File: src/rtl/ins_encode_writer_if.sv
//------------------------------------------------------------------------------
// ins_encode_writer_if
//
// Purpose : bundles the field-set handshake (source -> writer) and the
//           instruction-memory write port (writer -> memory) of
//           ins_encode_writer into one interface.
//
// Signals :
//   in_valid  source has a field set on the bus
//   in_ready  writer can take a field set this cycle
//   in_last   field set is the final one of the session
//   fmt       instruction format (0=R 1=I 2=S 3=B 4=U 5=J, 6/7 illegal)
//   opcode, funct3, funct7, rd, rs1, rs2, imm32 : instruction fields
//   mem_we    instruction-memory write strobe
//   mem_addr  instruction-memory word address
//   mem_wdata encoded 32-bit instruction word
//
// Modports:
//   master  field source / memory side (drives fields, observes write port)
//   slave   the writer itself
//------------------------------------------------------------------------------
interface ins_encode_writer_if #(
   parameter int ADDR_W = 6
);
   logic              in_valid;
   logic              in_ready;
   logic              in_last;
   logic [2:0]        fmt;
   logic [6:0]        opcode;
   logic [2:0]        funct3;
   logic [6:0]        funct7;
   logic [4:0]        rd;
   logic [4:0]        rs1;
   logic [4:0]        rs2;
   logic [31:0]       imm32;
   logic              mem_we;
   logic [ADDR_W-1:0] mem_addr;
   logic [31:0]       mem_wdata;

   modport master (
      output in_valid,
      output in_last,
      output fmt,
      output opcode,
      output funct3,
      output funct7,
      output rd,
      output rs1,
      output rs2,
      output imm32,
      input  in_ready,
      input  mem_we,
      input  mem_addr,
      input  mem_wdata
   );

   modport slave (
      input  in_valid,
      input  in_last,
      input  fmt,
      input  opcode,
      input  funct3,
      input  funct7,
      input  rd,
      input  rs1,
      input  rs2,
      input  imm32,
      output in_ready,
      output mem_we,
      output mem_addr,
      output mem_wdata
   );
endinterface

File: src/rtl/ins_encode_writer.sv
//------------------------------------------------------------------------------
// ins_encode_writer
//
// Purpose : accepts RISC-V style instruction field sets over a valid/ready
//           handshake, packs each into a 32-bit instruction word according
//           to its format (R/I/S/B/U/J) and writes the words to consecutive
//           addresses of an instruction memory, starting at base_addr.
//           A session ends after the field set flagged in_last, or when
//           every word of the memory has been written once.
//
// Ports   :
//   clk        clock, all state changes on the rising edge
//   rst_n      asynchronous active-low reset
//   start      one-cycle pulse, opens a session (ignored while busy)
//   base_addr  first word address written in the session
//   bus        ins_encode_writer_if.slave (field handshake + memory write)
//   busy       session in progress (ACCEPT, WRITE or DONE)
//   done       one-cycle pulse at the end of a session
//   full       last session filled the whole memory (held until next start)
//   err        an illegal field set was seen (held until next start)
//   count      words written in the current/last session (ADDR_W+1 bits)
//
// Configuration:
//   INS_ENCODE_FMT_CHECK_EN  when defined, a field set with fmt 6/7 or an
//                            opcode whose two low bits are not 2'b11 is
//                            dropped and flags err. When undefined, err
//                            stays 0 and illegal formats pack as R-type.
//
// All outputs are registered; the handshake/strobe outputs are decoded from
// the next state so they line up exactly with the state they belong to.
//------------------------------------------------------------------------------
module ins_encode_writer #(
   parameter int ADDR_W = 6
) (
   input  logic                 clk,
   input  logic                 rst_n,
   input  logic                 start,
   input  logic [ADDR_W-1:0]    base_addr,
   ins_encode_writer_if.slave   bus,
   output logic                 busy,
   output logic                 done,
   output logic                 full,
   output logic                 err,
   output logic [ADDR_W:0]      count
);

   // Instruction format codes.
   localparam logic [2:0] FMT_R = 3'd0;
   localparam logic [2:0] FMT_I = 3'd1;
   localparam logic [2:0] FMT_S = 3'd2;
   localparam logic [2:0] FMT_B = 3'd3;
   localparam logic [2:0] FMT_U = 3'd4;
   localparam logic [2:0] FMT_J = 3'd5;

   // Number of words in the target memory, as a count value.
   localparam logic [ADDR_W:0] DEPTH = {1'b1, {ADDR_W{1'b0}}};

   typedef enum logic [1:0] {
      ST_IDLE   = 2'd0,
      ST_ACCEPT = 2'd1,
      ST_WRITE  = 2'd2,
      ST_DONE   = 2'd3
   } state_t;

   //---------------------------------------------------------------------------
   // Instruction packing. Immediate bits that a format does not carry are
   // dropped; B and J never store imm[0] since their targets are 2-byte
   // aligned.
   //---------------------------------------------------------------------------
   function automatic logic [31:0] encode_word(
      input logic [2:0]  fmt,
      input logic [6:0]  opcode,
      input logic [2:0]  funct3,
      input logic [6:0]  funct7,
      input logic [4:0]  rd,
      input logic [4:0]  rs1,
      input logic [4:0]  rs2,
      input logic [31:0] imm
   );
      logic [31:0] word_v;
      case (fmt)
         FMT_R:   word_v = {funct7, rs2, rs1, funct3, rd, opcode};
         FMT_I:   word_v = {imm[11:0], rs1, funct3, rd, opcode};
         FMT_S:   word_v = {imm[11:5], rs2, rs1, funct3, imm[4:0], opcode};
         FMT_B:   word_v = {imm[12], imm[10:5], rs2, rs1, funct3,
                            imm[4:1], imm[11], opcode};
         FMT_U:   word_v = {imm[31:12], rd, opcode};
         FMT_J:   word_v = {imm[20], imm[10:1], imm[11], imm[19:12],
                            rd, opcode};
         // fmt 6/7: packed as R so an unchecked build still writes something
         // deterministic.
         default: word_v = {funct7, rs2, rs1, funct3, rd, opcode};
      endcase
      return word_v;
   endfunction

`ifdef INS_ENCODE_FMT_CHECK_EN
   // A field set is legal when its format is defined and the opcode is a
   // 32-bit encoding (low two bits 2'b11).
   function automatic logic field_set_legal(
      input logic [2:0] fmt,
      input logic [6:0] opcode
   );
      return (fmt <= FMT_J) && (opcode[1:0] == 2'b11);
   endfunction
`endif

   state_t              state_r;
   state_t              state_s;

   logic                in_ready_r;
   logic                busy_r;
   logic                done_r;
   logic                mem_we_r;
   logic [ADDR_W-1:0]   mem_addr_r;
   logic [31:0]         mem_wdata_r;

   logic [ADDR_W-1:0]   addr_r;
   logic [ADDR_W:0]     count_r;
   logic                full_r;
   logic                err_r;
   logic                last_r;

   logic                xfer_s;
   logic                legal_s;
   logic [31:0]         encoded_s;
   logic [ADDR_W:0]     count_inc_s;
   logic                mem_filled_s;

   // A field set moves only while the writer sits in ACCEPT; in_valid in any
   // other state is left on the bus for later.
   assign xfer_s = (state_r == ST_ACCEPT) && bus.in_valid;

`ifdef INS_ENCODE_FMT_CHECK_EN
   assign legal_s = field_set_legal(bus.fmt, bus.opcode);
`else
   assign legal_s = 1'b1;
`endif

   assign count_inc_s  = count_r + {{ADDR_W{1'b0}}, 1'b1};
   // The word being written now is the one that fills the memory.
   assign mem_filled_s = (count_inc_s == DEPTH);

   // Pack the field set currently presented on the bus.
   always_comb begin
      encoded_s = 32'h0000_0000;
      encoded_s = encode_word(bus.fmt, bus.opcode, bus.funct3, bus.funct7,
                              bus.rd, bus.rs1, bus.rs2, bus.imm32);
   end

   // State register.
   always_ff @(posedge clk or negedge rst_n) begin
      if (!rst_n) begin
         state_r <= ST_IDLE;
      end else begin
         state_r <= state_s;
      end
   end

   // Next-state logic.
   always_comb begin
      state_s = state_r;
      case (state_r)
         ST_IDLE: begin
            if (start) begin
               state_s = ST_ACCEPT;
            end else begin
               state_s = ST_IDLE;
            end
         end
         ST_ACCEPT: begin
            if (xfer_s) begin
               if (legal_s) begin
                  state_s = ST_WRITE;
               end else if (bus.in_last) begin
                  // Dropped field set still closes the session.
                  state_s = ST_DONE;
               end else begin
                  state_s = ST_ACCEPT;
               end
            end else begin
               state_s = ST_ACCEPT;
            end
         end
         ST_WRITE: begin
            if (last_r || mem_filled_s) begin
               state_s = ST_DONE;
            end else begin
               state_s = ST_ACCEPT;
            end
         end
         ST_DONE: begin
            state_s = ST_IDLE;
         end
         default: begin
            state_s = ST_IDLE;
         end
      endcase
   end

   // Handshake and strobe outputs, registered from the next state so each is
   // high for exactly the cycles spent in its state.
   always_ff @(posedge clk or negedge rst_n) begin
      if (!rst_n) begin
         in_ready_r <= 1'b0;
         busy_r     <= 1'b0;
         done_r     <= 1'b0;
         mem_we_r   <= 1'b0;
      end else begin
         in_ready_r <= (state_s == ST_ACCEPT);
         busy_r     <= (state_s != ST_IDLE);
         done_r     <= (state_s == ST_DONE);
         mem_we_r   <= (state_s == ST_WRITE);
      end
   end

   // Write port address/data: captured on an accepted legal transfer and
   // held steady through the following WRITE cycle.
   always_ff @(posedge clk or negedge rst_n) begin
      if (!rst_n) begin
         mem_addr_r  <= {ADDR_W{1'b0}};
         mem_wdata_r <= 32'h0000_0000;
         last_r      <= 1'b0;
      end else if (xfer_s && legal_s) begin
         mem_addr_r  <= addr_r;
         mem_wdata_r <= encoded_s;
         last_r      <= bus.in_last;
      end else begin
         mem_addr_r  <= mem_addr_r;
         mem_wdata_r <= mem_wdata_r;
         last_r      <= last_r;
      end
   end

   // Session bookkeeping: write pointer, word count and sticky status flags.
   always_ff @(posedge clk or negedge rst_n) begin
      if (!rst_n) begin
         addr_r  <= {ADDR_W{1'b0}};
         count_r <= {(ADDR_W + 1){1'b0}};
         full_r  <= 1'b0;
         err_r   <= 1'b0;
      end else begin
         case (state_r)
            ST_IDLE: begin
               if (start) begin
                  addr_r  <= base_addr;
                  count_r <= {(ADDR_W + 1){1'b0}};
                  full_r  <= 1'b0;
                  err_r   <= 1'b0;
               end
            end
            ST_ACCEPT: begin
               // Dropped field sets leave addr/count untouched.
               if (xfer_s && !legal_s) begin
                  err_r <= 1'b1;
               end
            end
            ST_WRITE: begin
               // Pointer wraps naturally at the top of the memory.
               addr_r  <= addr_r + ADDR_W'(1'b1);
               count_r <= count_inc_s;
               if (mem_filled_s) begin
                  full_r <= 1'b1;
               end
            end
            ST_DONE: begin
               addr_r <= addr_r;
            end
            default: begin
               addr_r <= addr_r;
            end
         endcase
      end
   end

   assign bus.in_ready  = in_ready_r;
   assign bus.mem_we    = mem_we_r;
   assign bus.mem_addr  = mem_addr_r;
   assign bus.mem_wdata = mem_wdata_r;

   assign busy  = busy_r;
   assign done  = done_r;
   assign full  = full_r;
   assign err   = err_r;
   assign count = count_r;

endmodule

File: src/flat_wrapper.sv
// flat-port wrapper written by rule: the top's interface ports become plain ports
module ins_encode_writer_flat 
#(
   parameter int ADDR_W = 6
)
  (clk, rst_n, start, base_addr, busy, done, full, err, count, bus_in_valid, bus_in_last, bus_fmt, bus_opcode, bus_funct3, bus_funct7, bus_rd, bus_rs1, bus_rs2, bus_imm32, bus_in_ready, bus_mem_we, bus_mem_addr, bus_mem_wdata);
  ins_encode_writer_if #(.ADDR_W(ADDR_W)) bus_i ();
  input  logic clk;
  input  logic rst_n;
  input  logic start;
  input  logic [ADDR_W-1:0] base_addr;
  output logic busy;
  output logic done;
  output logic full;
  output logic err;
  output logic [ADDR_W:0] count;
  input wire logic [$bits(bus_i.in_valid)-1:0] bus_in_valid;
  input wire logic [$bits(bus_i.in_last)-1:0] bus_in_last;
  input wire logic [$bits(bus_i.fmt)-1:0] bus_fmt;
  input wire logic [$bits(bus_i.opcode)-1:0] bus_opcode;
  input wire logic [$bits(bus_i.funct3)-1:0] bus_funct3;
  input wire logic [$bits(bus_i.funct7)-1:0] bus_funct7;
  input wire logic [$bits(bus_i.rd)-1:0] bus_rd;
  input wire logic [$bits(bus_i.rs1)-1:0] bus_rs1;
  input wire logic [$bits(bus_i.rs2)-1:0] bus_rs2;
  input wire logic [$bits(bus_i.imm32)-1:0] bus_imm32;
  output wire logic [$bits(bus_i.in_ready)-1:0] bus_in_ready;
  output wire logic [$bits(bus_i.mem_we)-1:0] bus_mem_we;
  output wire logic [$bits(bus_i.mem_addr)-1:0] bus_mem_addr;
  output wire logic [$bits(bus_i.mem_wdata)-1:0] bus_mem_wdata;
  assign bus_i.in_valid = bus_in_valid;
  assign bus_i.in_last = bus_in_last;
  assign bus_i.fmt = bus_fmt;
  assign bus_i.opcode = bus_opcode;
  assign bus_i.funct3 = bus_funct3;
  assign bus_i.funct7 = bus_funct7;
  assign bus_i.rd = bus_rd;
  assign bus_i.rs1 = bus_rs1;
  assign bus_i.rs2 = bus_rs2;
  assign bus_i.imm32 = bus_imm32;
  assign bus_in_ready = bus_i.in_ready;
  assign bus_mem_we = bus_i.mem_we;
  assign bus_mem_addr = bus_i.mem_addr;
  assign bus_mem_wdata = bus_i.mem_wdata;
  ins_encode_writer #(.ADDR_W(ADDR_W)) u_core (.clk(clk), .rst_n(rst_n), .start(start), .base_addr(base_addr), .bus(bus_i), .busy(busy), .done(done), .full(full), .err(err), .count(count));
endmodule
File: config.mk
export PLATFORM = sky130hd
export DESIGN_NAME = ins_encode_writer_flat
export DESIGN_NICKNAME = d
export VERILOG_FILES = /design/src/rtl/ins_encode_writer_if.sv /design/src/rtl/ins_encode_writer.sv /design/src/flat_wrapper.sv
export SDC_FILE = /design/constraint.sdc
export NUM_CORES = 1
export LEC_CHECK = 0
export CORE_UTILIZATION = 46
export CTS_CLUSTER_DIAMETER = 100
export DETAILED_ROUTE_END_ITERATION = 10
export PLACE_DENSITY = 0.86
export RECOVER_POWER = 100
export SYNTH_ARGS = -nofsm -noshare
export SYNTH_HDL_FRONTEND = slang
export SYNTH_SLANG_ARGS = --single-unit
File: constraint.sdc
create_clock -name clk -period 2.4 [get_ports clk]
set_input_delay 0.24 -clock clk [delete_from_list [all_inputs] [get_ports clk]]
set_output_delay 0.24 -clock clk [all_outputs]
set_load 0.005 [all_outputs]
Yosys cells after proc, flatten, opt, wreduce, memory -nomap -nowiden
Cells that the tools add are included.
{"block": "totals", "register_bits": 59, "latchBits": 0, "ram_bits": 0, "rom_bits": 0, "output_inout_bits": 51, "elab_cells": 46, "mem_count": 0}
{"block": "op_classes", "addsub": 2, "multipliers": 0, "div_mod_pow": 0, "n_lt_le_gt_ge": 0, "eq_ne": 14, "n_shift": 0, "muxes": 12, "bitwise_logic": 0, "n_reduce_logical": 7}
{"op": "$pmux W32 S5", "count": 1}
{"op": "$pmux W7 S2", "count": 1}
{"op": "$pmux W6 S2", "count": 1}
{"op": "$eq A2 B2 Y1 const B", "count": 4}
{"op": "$pmux W2 S4", "count": 1}
{"op": "$add A7 B1 Y7 const B", "count": 1}
{"op": "$eq A7 B7 Y1 const B", "count": 1}
{"op": "$mux W7", "count": 1}
{"op": "$add A6 B1 Y6 const B", "count": 1}
{"op": "$eq A3 B2 Y1 const B", "count": 2}
{"op": "$eq A3 B3 Y1 const B", "count": 2}
{"op": "$mux W6", "count": 1}
{"op": "$eq A2 B1 Y1 const B", "count": 2}
{"op": "$mux W2", "count": 2}
{"op": "$reduce_bool A2 Y1", "count": 2}
{"op": "$eq A3 B1 Y1 const B", "count": 1}
{"op": "$mux W1", "count": 3}
{"op": "$reduce_and A3 Y1", "count": 1}
{"op": "$logic_not A2 Y1", "count": 1}
{"op": "$ne A2 B1 Y1 const B", "count": 1}
{"op": "$ne A2 B2 Y1 const B", "count": 1}
{"op": "$pmux W1 S2", "count": 1}
{"op": "$reduce_and A2 Y1", "count": 1}
{"op": "$logic_and A1 B1 Y1", "count": 1}
{"op": "$logic_or A1 B1 Y1", "count": 1}

Depth between registers and ports, before layout
Gate-level depths: netlist (run 1).
{"block": "depth", "ltp_word": 6, "mapped_depth": 6, "depth_no_buf": 5}

Least setup slack after synthesis (run 1)
Ideal clock, no wire load.
{"block": "synth_timing", "path_kind": "register -> register", "from": "register u_core.count_r[3] (netlist: u_core.count[3])", "to": "register u_core.in_ready_r (netlist: u_core.bus.in_ready)", "setup_time_ps": 130, "arrival_time_ps": 1304, "required_time_ps": 2270, "path_slack_ps": 966, "path_stages_with_launch": 5, "n_path_buf": 0, "cell_sequence": "dfrtp_1 > or3_1 > mux2_4 > nor3_4 > o21ai_0"}
{"block": "synth_via", "elab_chain_cells": 6}
{"element": "start, declared", "line_no": "ins_encode_writer.sv:119", "text": "logic [ADDR_W:0] count_r;"}
{"element": "start signal, assigned", "line_no": "ins_encode_writer.sv:239", "text": "count_r <= {(ADDR_W + 1){1'b0}};"}
{"element": "start signal, assigned", "line_no": "ins_encode_writer.sv:247", "text": "count_r <= {(ADDR_W + 1){1'b0}};"}
{"element": "start signal, assigned", "line_no": "ins_encode_writer.sv:261", "text": "count_r <= count_inc_s;"}
{"element": "$add A7 B1 Y7", "line_no": "ins_encode_writer.sv:140", "text": "assign count_inc_s = count_r + {{ADDR_W{1'b0}}, 1'b1};"}
{"element": "$eq A7 B7 Y1", "line_no": "ins_encode_writer.sv:142", "text": "assign mem_filled_s = (count_inc_s == DEPTH);"}
{"element": "$logic_or A1 B1 Y1", "line_no": "ins_encode_writer.sv:186", "text": "if (last_r || mem_filled_s) begin"}
{"element": "$mux W2", "line_no": "ins_encode_writer.sv:186"}
{"element": "$pmux W2 S4", "line_no": "ins_encode_writer.sv:163", "text": "case (state_r)"}
{"element": "$eq A2 B1 Y1", "line_no": "ins_encode_writer.sv:210", "text": "in_ready_r <= (state_s == ST_ACCEPT);"}
{"element": "end signal, assigned", "line_no": "ins_encode_writer.sv:210"}
{"element": "end, declared", "line_no": "ins_encode_writer.sv:111", "text": "logic in_ready_r;"}
No other way between the ends.
A chain may end at the register's enable or synchronous reset.

Final worst setup path (run 1)
{"block": "layout_timing", "from": "register u_core.state_r[1]", "to": "register u_core.mem_addr_r[2] (netlist: u_core.bus.mem_addr[2])"}
{"block": "layout_via", "elab_chain_cells": 2}
{"element": "start, declared", "line_no": "ins_encode_writer.sv:108", "text": "state_t state_r;"}
{"element": "start signal, assigned", "line_no": "ins_encode_writer.sv:156", "text": "state_r <= state_s;"}
{"element": "$eq A2 B1 Y1", "line_no": "ins_encode_writer.sv:132", "text": "assign xfer_s = (state_r == ST_ACCEPT) && bus.in_valid;"}
{"element": "$logic_and A1 B1 Y1", "line_no": "ins_encode_writer.sv:132"}
{"element": "end signal, assigned", "line_no": "ins_encode_writer.sv:221", "text": "mem_addr_r <= {ADDR_W{1'b0}};"}
{"element": "end signal, assigned", "line_no": "ins_encode_writer.sv:225", "text": "mem_addr_r <= addr_r;"}
{"element": "end signal, assigned", "line_no": "ins_encode_writer.sv:229", "text": "mem_addr_r <= mem_addr_r;"}
{"element": "end, declared", "line_no": "ins_encode_writer.sv:115", "text": "logic [ADDR_W-1:0] mem_addr_r;"}
No other way between the ends.

==> results of run 1 <==
-- worst min-delay path, cell delays in order --
cell	delay [ps]
clkdlybuf4s50_1	400
nand2_1	50
nand2_1	40
-- report_power, final --
group          internal [W]  leakage (nW)  switching (W)
Clock              0.000552         0.104       0.000367
Combinational      0.000942          1.29       0.000771
Sequential          0.00142         0.738       0.000319
Total               0.00291          2.13        0.00146
-- routing by layer --
layer  track usage, %  up-vias  share of wire, %
met5                0        -                 0
met4            7.210        0              0.81
met3            6.660        8               7.7
met2            41.80      147                49
met1            33.73     1398                42
li1                 -     1390                 -
-- stage by stage --
| stage | total power (W) | utilization (%) |
|---|---|---|
| 2_1_floorplan | 0.002532 | - |
| 3_3_place_gp | 0.003558 | 68.67 |
| 3_5_place_dp | 0.003634 | 68.67 |
| 4_1_cts | 0.004569 | 71.98 |
| 5_1_grt | 0.004697 | 71.55 |
| 6_report | 0.004367 | 71.55 |
-- layout make-up --
cell class | instances | area (sq um)
inverters | 6 | 22.52
clock inverters | 2 | 35.03
well taps | 77 | 96.34
multi-input cells | 238 | 1396
flip-flops and latches | 59 | 1476
repair buffers | 138 | 1351
fillers | 501 | 1807
clock buffers | 12 | 165.2
-- placed cells by master (no fill, tap or decap), types with 8 or more instances in the layout --
master and count:
o22ai_1 8, clkbuf_8 12, clkdlybuf4s50_1 75, dfrtp_1 59
dlygate4sd3_1 52, nand2_1 81, nor2_1 13, o22a_1 8
o21ai_0 32, mux2i_1 27, a21oi_1 13
-- timing repair --
| action | 4_1_cts | 5_1_grt |
|---|---|---|
| setup endpoints to repair | 0 | 0 |
| hold buffers | 1 | 0 |
| endpoints found under the hold margin | 26 | 0 |
| buffers inserted | 0 | 0 |
-- kinds of logic (layout without fill, tap and decap cells) --
| group | after synthesis | after routing | synth area share, % |
|---|---|---|---|
| multiplexers | 31 | 31 | 10.59 |
| adder cells (fa/ha/maj) | 2 | 2 | 0.8304 |
| AO/OA/AOI/OAI | 88 | 88 | 18.56 |
| AND/OR/NAND/NOR | 113 | 113 | 15.86 |
| XOR/XNOR | 3 | 3 | 0.8723 |
| other | 1 | 1 | 0.1245 |
| flip-flops | 59 | 59 | 49.00 |
| buffers and inverters | 27 | 158 | 4.153 |
-- path summary, 6_finish.rpt --
kind,from,endpoint,cells after the start
min in group asynchronous,rst_n,u_core.bus.mem_wdata[2],2
max,u_core.state_r[1],u_core.bus.mem_addr[2],6
max in group asynchronous,rst_n,u_core.bus.mem_wdata[26],2
max reg2reg,u_core.state_r[1],u_core.bus.mem_addr[2],6
min,bus_in_last,u_core.last_r,3
min reg2reg,u_core.bus.mem_wdata[3],u_core.bus.mem_wdata[3],2
-- sequential cells by signal (all words and copies together), names as in the netlist --
signal / cells
u_core.bus.mem_wdata: 32
u_core.bus.mem_addr: 6
u_core.bus.mem_we: 1
u_core.count: 7
u_core.busy: 1
u_core.done: 1
u_core.last_r: 1
u_core.bus.in_ready: 1
u_core.state_r: 2
u_core.full: 1
u_core.addr_r: 6
==> metrics.cfg, run 1 <==
[placement]
dpl.hpwl_mm=6.071
placed_cell_area_sq_um=4360
place.gp.congestion=0.8840
pre_cts_slack_ps=381.5
place_inst=517
io_buffers=127

[critical_path]
worstSetupPathType=flop to flop
critPathSlowestCell=dfrtp_1
cp_cell_sequence=inv_1 -> nand3_2 -> buf_4 -> clkbuf_1 -> nand2_1 -> nand2_1
worst-path-buf-inv=3
start_kind=flop
arrival_ps=2250
ff2ff_setup_slack_ps=400
worst-path-max-fanout=36
cp_common_cell=nand2_1
cp.required_ps=2650
slowest_delay_ps=610
cp-end-kind=flop
path_delay_family=buffers and inverters

[run]
max-cap-violations=1

[yosys]
yosys_warnings=0
ys_top_cells_by_area=dfrtp_1, nand2_1, mux2i_1
synthDistinctLibCells=39
ys_seq_area_share_pct=49.00
ys.flop_type=dfrtp_1
synth_most_common_cell=nand2_1
syn-instance-count=324
yosys.area.top_type=dfrtp_1
synth_edf_count=0
syn_nets=404
synth_seq_cells=59
synth.avg_cell_area_sq_um=9.299
post-synth-top-area-fraction_pct=49.00
async_flop_share_pct=100.0
yosys-top-cells-count=nand2_1, dfrtp_1, o21ai_0, mux2i_1
syn-cell-area_sq_um=3013

[min_path]
holdCritPathClass=primary input to flop

[clock_network]
clkSlewWorstSetupHoldPaths_ps=70
clk_latency_ps=320
ctsRootBufferMaster=clkbuf_8
cts_inserted_buffers=9
cts.path.max_buffers=2
cts_tree=built
clock_sinks=59
cts_resized=0
cts_htree_levels=3

[sta]
layout_setup_ws_ps=400.7
fin_crit_sh_pct=83.31
worst_pin_slew_ps=1578
setup_tns_ps=0
hold_ws_ps=446.3
slew_headroom_pct=-5.167
fmax_mhz=500.2
drv_slew=27
rsz0062_at_grt=false
setup_viol_count_final=0
fin_skew_ps=10.01
hold_viol_final=0
finalCriticalPeriod_ps=1999

[finish]
fin_cells=532
nets=532
area_delta_synth_final_pct=50.79
drive_above_1_share_pct=5.495
antenna_cells=0
fin_area_sq_um=4543

[floorplan]
fp.dieArea_sq_um=6877
core_sq_um=6350
start_util_pct=47.45
rows=29
ios=129
die_w_um=82.93
die-height_um=82.93

[route]
routedWlPerCell_um=15.76
dr.pass1.iters=4
ant_nets=0
wirelength_mm=8.383
drc_errors=0
viasPerCell=5.532
drt_iter0_markers=140
vias=2943

[global_route]
grt_pass1_vias=2829
grt_pass1_wl_mm=14.25
antenna_found_initial=0
grt_max_degree=37
grt_overflow_total=0
track_usage_pct=25.60

[outcome]
violations=max-capacitance violations, max-slew violations
outcome=complete, but fails checks

[power_and_ir_drop]
p_per_area_nw_per_um2=961.3
power.leakage_nw=2.132
max-vdd-ir-drop_uv=603.6

Power figures use the tool's default switching activity.
==> inputs of run 2 (changes only) <==
Settings changed: CORE_UTILIZATION 46 to 39, PLACE_DENSITY 0.86 to 0.78.
Clock period 2.4 ns to 1.7 ns, I/O delays scaled along.
==> run 2 against run 1 <==
Net effect:
- the run now ends clean
- via count fell by 0.65%
- worst setup slack got worse by 290 ps
- largest power group is now combinational logic
- highest routed layer unchanged
- largest cell class unchanged
- utilization fell by 8.4 points
- clock skew fell by 1.1 ps
==> metrics.cfg, run 2 (synthesis results as in run 1) <==
[outcome]
outcome=finished, final reports clean

[clock_network]
cts_tree=built
ctsRootBufferMaster=clkbuf_8
clk_latency_ps=330
clock_sinks=59
cts_inserted_buffers=9
clkSlewWorstSetupHoldPaths_ps=70
cts.path.max_buffers=2
cts_htree_levels=3

[run]
max-cap-violations=0

[critical_path]
cp-end-kind=output pin
worst-path-max-fanout=7
arrival_ps=1420
cp.required_ps=1530
start_kind=flop
worstSetupPathType=flop to output pin
rr_worst_depth=5
ff2ff_setup_slack_ps=170

[sta]
fin_skew_ps=8.941
fin_crit_sh_pct=93.78
drv_slew=0
worst_pin_slew_ps=825.1
layout_setup_ws_ps=105.8
hold_viol_final=0
rsz0062_at_grt=false
fmax_mhz=627.3
slew_headroom_pct=44.99
setup_viol_count_final=0
finalCriticalPeriod_ps=1594

[route]
wirelength_mm=8.279
drc_errors=0
routedWlPerCell_um=14.73
viasPerCell=5.203
ant_nets=0
drt_iter0_markers=123
vias=2924
dr.pass1.iters=4

[finish]
largest_reg_flops=32
drive_above_1_share_pct=8.423
area_delta_synth_final_pct=54.36
fillers=629
antenna_cells=0
nets=538
final_util_pct=63.11
final_common_cell=nand2_1
final_cell_mix=nand2_1, clkdlybuf4s50_1, dfrtp_1, dlygate4sd3_1, o21ai_0

[floorplan]
die-height_um=89.90
start_util_pct=40.88
ios=129
die_w_um=89.90
core_sq_um=7370
fp.dieArea_sq_um=8081
rows=31

[global_route]
antenna_found_initial=0
track_usage_pct=21.13
grt_max_degree=60
grt_pass1_vias=2765
grt_overflow_total=0
grt_pass1_wl_mm=13.66

[placement]
pre_cts_slack_ps=-11.48
io_buffers=127
dpl.hpwl_mm=6.001
place.gp.congestion=0.8517

[power_and_ir_drop]
p_seq_share_pct=39.0
power.leakage_nw=2.184
p_sw_w=0.002082
clkPwrFrac_pct=21.5
sw_frac_of_total_pct=33.30
comb_power_share_pct=39.5
p_per_area_nw_per_um2=1344
max-vdd-ir-drop_uv=802.6
internal_power_w=0.004170

[min_path]
whs_path_depth=3
holdCritPathClass=primary input to flop

## run 2: cell types whose count changed in the layout (fill, tap and decap cells not counted), moves of 2 or more
| cell | before | now |
|---|---|---|
| buf_4 | 6 | 11 |
| clkbuf_1 | 4 | 0 |
| clkbuf_2 | 0 | 2 |
| clkbuf_4 | 0 | 2 |
## run 2: timing repair
action | 4_1_cts | 5_1_grt
setup endpoints to repair | 0 | 0
resized for setup | 0 | 0
hold endpoints to repair | 59 | 0
buffers inserted | 0 | 0
hold buffers | 1 | 0
## run 2: worst max-delay path: stages, from the launching register on
cell           delay, ps
dfrtp_1              370
buf_4                160
dlygate4sd3_1        570
## run 2: final timing paths
path                                       endpoint               startpoint
setup / recovery                           count[3]          u_core.count[3]
hold / removal              u_core.bus.mem_wdata[2]            bus_opcode[2]
setup reg to reg           u_core.bus.mem_wdata[25]        u_core.state_r[1]
hold reg to reg             u_core.bus.mem_wdata[2]  u_core.bus.mem_wdata[2]
max in group asynchronous   u_core.bus.mem_wdata[9]                    rst_n
min in group asynchronous  u_core.bus.mem_wdata[17]                    rst_n
## run 2: metal layers
metal	track usage, %	up-vias	part of all wire (%)
li1	-	1407	-
met1	28.55	1384	45
met2	33.65	123	47
met3	5.753	10	7.4
met4	5.511	0	0.71
met5	0	-	0
## run 2: power by group through the flow
stage / clock (W) / combinational [W] / sequential (W)
finish: 0.00134 / 0.00247 / 0.00244
global route: 0.00145 / 0.00274 / 0.00254
CTS: 0.00139 / 0.00270 / 0.00246
detailed placement: 0 / 0.00268 / 0.00248
global placement: 0 / 0.00262 / 0.00246
floorplan: 0 / 0.00117 / 0.00240
## run 2: area by class of cell
cell class | instances | area, sq um | share of cell area, %
Clock inverter | 4 | 47.55 | 1.022
Clock buffer | 12 | 165.2 | 3.551
Tap cell | 99 | 123.9 | 2.663
Sequential cell | 59 | 1476 | 31.75
Timing Repair Buffer | 144 | 1404 | 30.19
Inverter | 6 | 22.52 | 0.4843
Multi-Input combinational cell | 238 | 1411 | 30.35
## run 2: metrics by stage
| step | area, sq um | hold WS, ps | power (W) | setup TNS, ps | instances |
|---|---|---|---|---|---|
| global route | 4651 | 362.3 | 0.006727 | 0 | 562 |
| finish | 4651 | 362.2 | 0.006252 | 0 | 562 |
| global placement | 4458 | 201.5 | 0.005081 | 0 | 545 |
| detailed placement | 4458 | 204.3 | 0.005157 | -11.48 | 545 |
| CTS | 4681 | 341.0 | 0.006544 | 0 | 562 |
| floorplan | 3013 | -125.6 | 0.003575 | 0 | 324 |
